<file path="src/rtl/car_sensor_pkg.sv">
// Shared types and constants for the side-road car sensor conditioner.
// Latency: n/a (declarations only).
// Backpressure: n/a (declarations only).
package car_sensor_pkg;

  // FSM encoding is fixed so the state register can be read directly in debug.
  typedef enum logic [1:0] {
    IDLE    = 2'd0,
    QUALIFY = 2'd1,
    PENDING = 2'd2,
    SERVING = 2'd3
  } state_t;

  localparam int unsigned DEBOUNCE_CYCLES_DEF = 4;
  localparam int unsigned DEB_CNT_W           = 8;
  localparam int unsigned EVENT_CNT_W         = 16;

  typedef logic [DEB_CNT_W-1:0]   deb_cnt_t;
  typedef logic [EVENT_CNT_W-1:0] event_cnt_t;

  // Saturating increments: neither counter is ever allowed to wrap.
  function automatic deb_cnt_t deb_sat_inc(input deb_cnt_t v);
    return (v == '1) ? v : v + deb_cnt_t'(1);
  endfunction

  function automatic event_cnt_t event_sat_inc(input event_cnt_t v);
    return (v == '1) ? v : v + event_cnt_t'(1);
  endfunction

endpackage

</file>
<file path="src/rtl/sync_2ff.sv">
// Two-flop synchronizer for one asynchronous level into the clk domain.
// Latency: 2 clk edges from d to q.
// Backpressure: none; level signal, sampled every cycle.
//
// Ports: clk, rst (async active-high, clears both flops), d (async level in),
//        q (synchronized level out).
module sync_2ff (
  input  logic clk,
  input  logic rst,
  input  logic d,
  output logic q
);

  logic meta_q;
  logic sync_q;

  always_ff @(posedge clk or posedge rst) begin
    if (rst) begin
      meta_q <= 1'b0;
      sync_q <= 1'b0;
    end else begin
      meta_q <= d;
      sync_q <= meta_q;
    end
  end

  assign q = sync_q;

endmodule

</file>
<file path="src/rtl/car_sensor_conditioner.sv">
// Debounces a side-road loop detector and latches a service request until green.
// Latency: raw high held from edge N -> side_car_detected high after edge N+1+DEBOUNCE_CYCLES.
// Backpressure: none; request is held until side_green acknowledges it.
//
// Ports: clk, rst (async active-high), sensor_raw (async, bouncy loop level),
//        side_green (lamp feedback), side_car_detected (registered request),
//        event_count (16-bit saturating count of qualified requests, only when
//        CAR_EVENT_COUNT_EN is defined).
// Optional feature macro: CAR_EVENT_COUNT_EN.
module car_sensor_conditioner
  import car_sensor_pkg::*;
#(
  parameter int unsigned DEBOUNCE_CYCLES = DEBOUNCE_CYCLES_DEF
) (
  input  logic clk,
  input  logic rst,
  input  logic sensor_raw,
  input  logic side_green,
  output logic side_car_detected
`ifdef CAR_EVENT_COUNT_EN
  ,
  output logic [EVENT_CNT_W-1:0] event_count
`endif
);

  // Count value at which the current synchronized-high sample completes qualification.
  localparam deb_cnt_t DEB_LAST = deb_cnt_t'(DEBOUNCE_CYCLES - 1);

  logic     s_sync;
  state_t   state_q, state_d;
  deb_cnt_t deb_cnt_q, deb_cnt_d;
  logic     det_q, det_d;

  sync_2ff u_sync (
    .clk (clk),
    .rst (rst),
    .d   (sensor_raw),
    .q   (s_sync)
  );

  always_comb begin
    state_d   = state_q;
    deb_cnt_d = '0;           // count only lives in QUALIFY
    case (state_q)
      IDLE: begin
        if (s_sync) begin
          state_d   = QUALIFY;
          deb_cnt_d = deb_cnt_t'(1);
        end
      end
      QUALIFY: begin
        if (!s_sync) begin
          state_d = IDLE;     // any low sample restarts qualification
        end else if (deb_cnt_q == DEB_LAST) begin
          state_d = PENDING;
        end else begin
          deb_cnt_d = deb_sat_inc(deb_cnt_q);
        end
      end
      PENDING: begin
        // Request is latched: sensor dropping out does not withdraw it.
        if (side_green) state_d = SERVING;
      end
      SERVING: begin
        if (!side_green) state_d = IDLE;
      end
      default: state_d = IDLE;
    endcase
    // Output flop tracks the PENDING state exactly, one register per bit.
    det_d = (state_d == PENDING);
  end

  always_ff @(posedge clk or posedge rst) begin
    if (rst) begin
      state_q   <= IDLE;
      deb_cnt_q <= '0;
      det_q     <= 1'b0;
    end else begin
      state_q   <= state_d;
      deb_cnt_q <= deb_cnt_d;
      det_q     <= det_d;
    end
  end

  assign side_car_detected = det_q;

`ifdef CAR_EVENT_COUNT_EN
  logic       qualified;
  event_cnt_t event_cnt_q, event_cnt_d;

  assign qualified = (state_q == QUALIFY) && (state_d == PENDING);

  always_comb begin
    event_cnt_d = qualified ? event_sat_inc(event_cnt_q) : event_cnt_q;
  end

  always_ff @(posedge clk or posedge rst) begin
    if (rst) event_cnt_q <= '0;
    else     event_cnt_q <= event_cnt_d;
  end

  assign event_count = event_cnt_q;
`endif

endmodule

</file>
<file path="config.mk">
export PLATFORM = sky130hd
export DESIGN_NAME = car_sensor_conditioner
export DESIGN_NICKNAME = d
export VERILOG_FILES = /design/src/rtl/car_sensor_pkg.sv /design/src/rtl/sync_2ff.sv /design/src/rtl/car_sensor_conditioner.sv
export SDC_FILE = /design/constraint.sdc
export NUM_CORES = 1
export LEC_CHECK = 0
export CAP_MARGIN = 10
export CELL_PAD_IN_SITES_DETAIL_PLACEMENT = 1
export CELL_PAD_IN_SITES_GLOBAL_PLACEMENT = 1
export CORE_MARGIN = 1.5
export CORE_UTILIZATION = 40
export CTS_BUF_LIST = sky130_fd_sc_hd__clkbuf_8
export DETAILED_ROUTE_END_ITERATION = 16
export GPL_ROUTABILITY_DRIVEN = 0
export PLACE_DENSITY = 0.72
export SYNTH_ARGS = -nofsm -noshare
export SYNTH_HDL_FRONTEND = slang
export SYNTH_HIERARCHICAL = 1
export SYNTH_SLANG_ARGS = --single-unit
</file>
<file path="constraint.sdc">
create_clock -name clk -period 1.6 [get_ports clk]
set_input_delay 0.16 -clock clk [delete_from_list [all_inputs] [get_ports clk]]
set_output_delay 0.16 -clock clk [all_outputs]
set_load 0.005 [all_outputs]
</file>
==> impl_metrics.tcl <==
set metrics [dict create \
    result_of_the_run "finished clean" \
    via_per_inst 5.607 \
    post_synth_num_cell_types 25 \
    drt-total-wl_um 1396 \
    initial_utilization 0.4458 \
    grt_pass1_wl_um 2387 \
    finalSetupViolations 0 \
    final.min_clock_period_ns 1.517 \
    area.growth.synth_to_final_pct 24.95 \
    worst_setup_hold_path_clk_slew_ns 0.06 \
    dr_total_vias 499 \
    worst-slew-pin-transition_ns 0.4230 \
    timing.critical_path.slowest_stage_cell "sky130_fd_sc_hd__dfrtp_1" \
    placeable_area_mm2 0.001350 \
    cp-start-kind "flop" \
    total_inserted_antenna_cells 0 \
    die-width_um 41.79 \
    cts.path.max_buffers 2 \
    timing.hold.worst.class "input pin to asynchronous set/reset pin" \
    timing.max_slew.rel_slack 0.7177 \
    global_route.usage.total 0.1818 \
    dieArea_mm2 0.001746 \
    worst_path_largest_cell_delay_ns 0.39 \
    cp_data_arrival_time_ns 1.67 \
    synth_area_per_cell_um2 9.866 \
    fmaxAchievable_ghz 0.6593 \
    leakage_uw 0.0003141 \
    fp.dieH_um 41.79 \
    worstPathCellList "ha_1 -> nor4b_2 -> a21o_1 -> or3_1 -> o221ai_1" \
    max_cap_viol_count 0 \
    detail_route.drc_violations 0 \
    synth_nets 66 \
    std_cell_rows 13 \
    grt_pass1_vias 541 \
    rsz0062_at_grt "no" \
    yosys_warnings 6 \
    ios 5 \
    detail_route.iter0.violations 10 \
    grt_antenna_before_repair 0 \
    num-nets-final 80 \
    timing.final.hold_violations 0 \
    clock_insertion_delay_worst_skew_ns 0.24 \
    crit_fanout 5 \
    final_core_utilization 0.5570 \
    worst_clock_skew_ns 0.001199 \
    final.period_utilization 0.9479 \
    wl_per_cell_um 15.69 \
    ys_seq_area_frac 0.5405 \
    synthesized_flop_and_latch_total 13 \
    cts.root.buffer_cell "sky130_fd_sc_hd__clkbuf_8" \
    post_synth_inst_count 61 \
    placement.io_buffers 4 \
    grt_overflow_total 0 \
    final_antenna_net_count 0 \
    syn-cell-area_um2 601.8 \
    setup.worst_path.class "flop to flop" \
    htreeDepth 1 \
    drt_pre_antenna_iters 4 \
    pwr_density_cell_mw_per_mm2 1228 \
    tritoncts "yes" \
    tritoncts.num_buffers 3 \
    pin_count_of_the_biggest_net_entering_global_routing 12 \
    required_ns 1.75 \
    hpwlAfterDp_um 1042 \
    max-vdd-ir-drop_mv 0.6734 \
    post_route_cells_drive_above_1_share 0.1757 \
    clock_sink_count 13 \
    timing.final.max_slew_violations 0 \
    setup-tns-final_ns 0 \
    critPathCaptureType "flop" \
]
[Yosys cell counts]
cell type                  number  area, um^2
sky130_fd_sc_hd__dfrtp_1       13       325.3
sky130_fd_sc_hd__nand2_1        7       26.28
sky130_fd_sc_hd__nor2_1         7       26.28
sky130_fd_sc_hd__nor3_1         6       30.03
sky130_fd_sc_hd__inv_1          4       15.01
sky130_fd_sc_hd__a211oi_1       2       15.01
sky130_fd_sc_hd__a21oi_1        2       10.01
sky130_fd_sc_hd__a31oi_1        2       12.51
sky130_fd_sc_hd__o21ai_0        2       10.01
sky130_fd_sc_hd__a21o_1         1       7.510
sky130_fd_sc_hd__and3_1         1       6.260
sky130_fd_sc_hd__buf_6          1       11.26
sky130_fd_sc_hd__ha_1           1       12.51
sky130_fd_sc_hd__mux2i_1        1       10.01
sky130_fd_sc_hd__nand3_1        1       5.000
sky130_fd_sc_hd__nand3_2        1       10.01
sky130_fd_sc_hd__nand3b_1       1       7.510
sky130_fd_sc_hd__nand4_1        1       6.260
sky130_fd_sc_hd__nor4b_1        1       8.760
sky130_fd_sc_hd__o211ai_1       1       7.510
sky130_fd_sc_hd__o221ai_1       1       8.760
sky130_fd_sc_hd__o31ai_1        1       7.510
sky130_fd_sc_hd__o32ai_1        1       8.760
sky130_fd_sc_hd__or3_1          1       6.260
sky130_fd_sc_hd__or4_1          1       7.510
[worst max-delay path, delay by kind of cell, from the launching register on]
| kind | cells | cell delay (ns) |
|---|---|---|
| AND/OR/NAND/NOR | 2 | 0.53 |
| adder cells (fa/ha/maj) | 1 | 0.24 |
| AO/OA/AOI/OAI | 2 | 0.28 |
| flip-flops | 1 | 0.39 |
[cell families (layout without fill, tap and decap cells)]
logic type / after synthesis / after routing / synth area share
flops: 13 / 13 / 0.5405
buf+inv: 5 / 18 / 0.04365
simple gates: 28 / 28 / 0.2329
fa+ha+maj: 1 / 1 / 0.02079
mux: 1 / 1 / 0.01663
compound gates: 13 / 13 / 0.1455
[cell type report]
| class | instances | area, um^2 |
|---|---|---|
| clock buffers | 3 | 41.29 |
| fillers | 151 | 598.1 |
| well taps | 15 | 18.77 |
| clock inverters | 1 | 3.754 |
| flip-flops and latches | 13 | 325.3 |
| repair buffers | 10 | 85.08 |
| inverters | 4 | 15.01 |
| multi-input cells | 43 | 262.8 |
[final timing paths]
kind	from	end	slack, ns	depth (start not counted)
min in group clk	sensor_raw	u_sync/meta_q$_DFF_PP0_	0.36	1
max	deb_cnt_q[0]$_DFFE_PP0P_	deb_cnt_q[0]$_DFFE_PP0P_	0.08	5
min reg2reg	u_sync/meta_q$_DFF_PP0_	u_sync/q$_DFF_PP0_	0.38	0
max reg2reg	deb_cnt_q[0]$_DFFE_PP0P_	deb_cnt_q[0]$_DFFE_PP0P_	0.08	5
max in group asynchronous	rst	deb_cnt_q[2]$_DFFE_PP0P_	1.06	2
min	rst	u_sync/meta_q$_DFF_PP0_	0.11	2
[routing by layer]
layer / wire [um] / global-route usage
met1: 729 / 0.2356
met2: 626 / 0.2813
met3: 24 / 0.03913
met4: 17 / 0.09677
met5: 0 / 0
[per-stage QoR]
step                      hold WS (ns)  std cells  power [uW]  worst slack, ns  instance area (um^2)
final                           0.1116         89       923.5          0.08333                 752.0
after global routing            0.1269         89       978.0         0.005142                 752.0
after CTS                       0.1077         89       934.4          0.06957                 739.5
after detailed placement        0.3615         85       644.6          0.08360                 694.4
after global placement          0.3342         85       635.7          0.08904                 694.4
after floorplan               -0.09882         61       542.9          0.03295                 601.8
[repair_timing]
item,CTS,global route
setup endpoints to repair,0,9
gates resized for setup,0,3
buffers inserted,0,0
hold buffers,0,0
[placed cells by master (no fill, tap or decap), types with 2 or more instances in the layout]
cell,synthesis,final
sky130_fd_sc_hd__a211oi_1,2,2
sky130_fd_sc_hd__nand2_1,7,7
sky130_fd_sc_hd__dfrtp_1,13,13
sky130_fd_sc_hd__a31oi_1,2,2
sky130_fd_sc_hd__clkbuf_8,0,3
sky130_fd_sc_hd__nor3_1,6,6
sky130_fd_sc_hd__o21ai_0,2,2
sky130_fd_sc_hd__nor2_1,7,6
sky130_fd_sc_hd__buf_4,0,6
sky130_fd_sc_hd__inv_1,4,5
sky130_fd_sc_hd__clkdlybuf4s50_1,0,4
[flip-flops by register name, indices dropped and copies added (netlist names)]
register,cells
side_car_detected,1
state_q,2
u_sync/q,1
deb_cnt_q,8
u_sync/meta_q,1
[report_power, final]
| group | switching [uW] | internal, uW |
|---|---|---|
| combinational | 115 | 114 |
| clock | 117 | 169 |
| sequential | 35.3 | 373 |
| total | 267 | 657 |
Note: power is estimated with default switching activity, not from simulation.
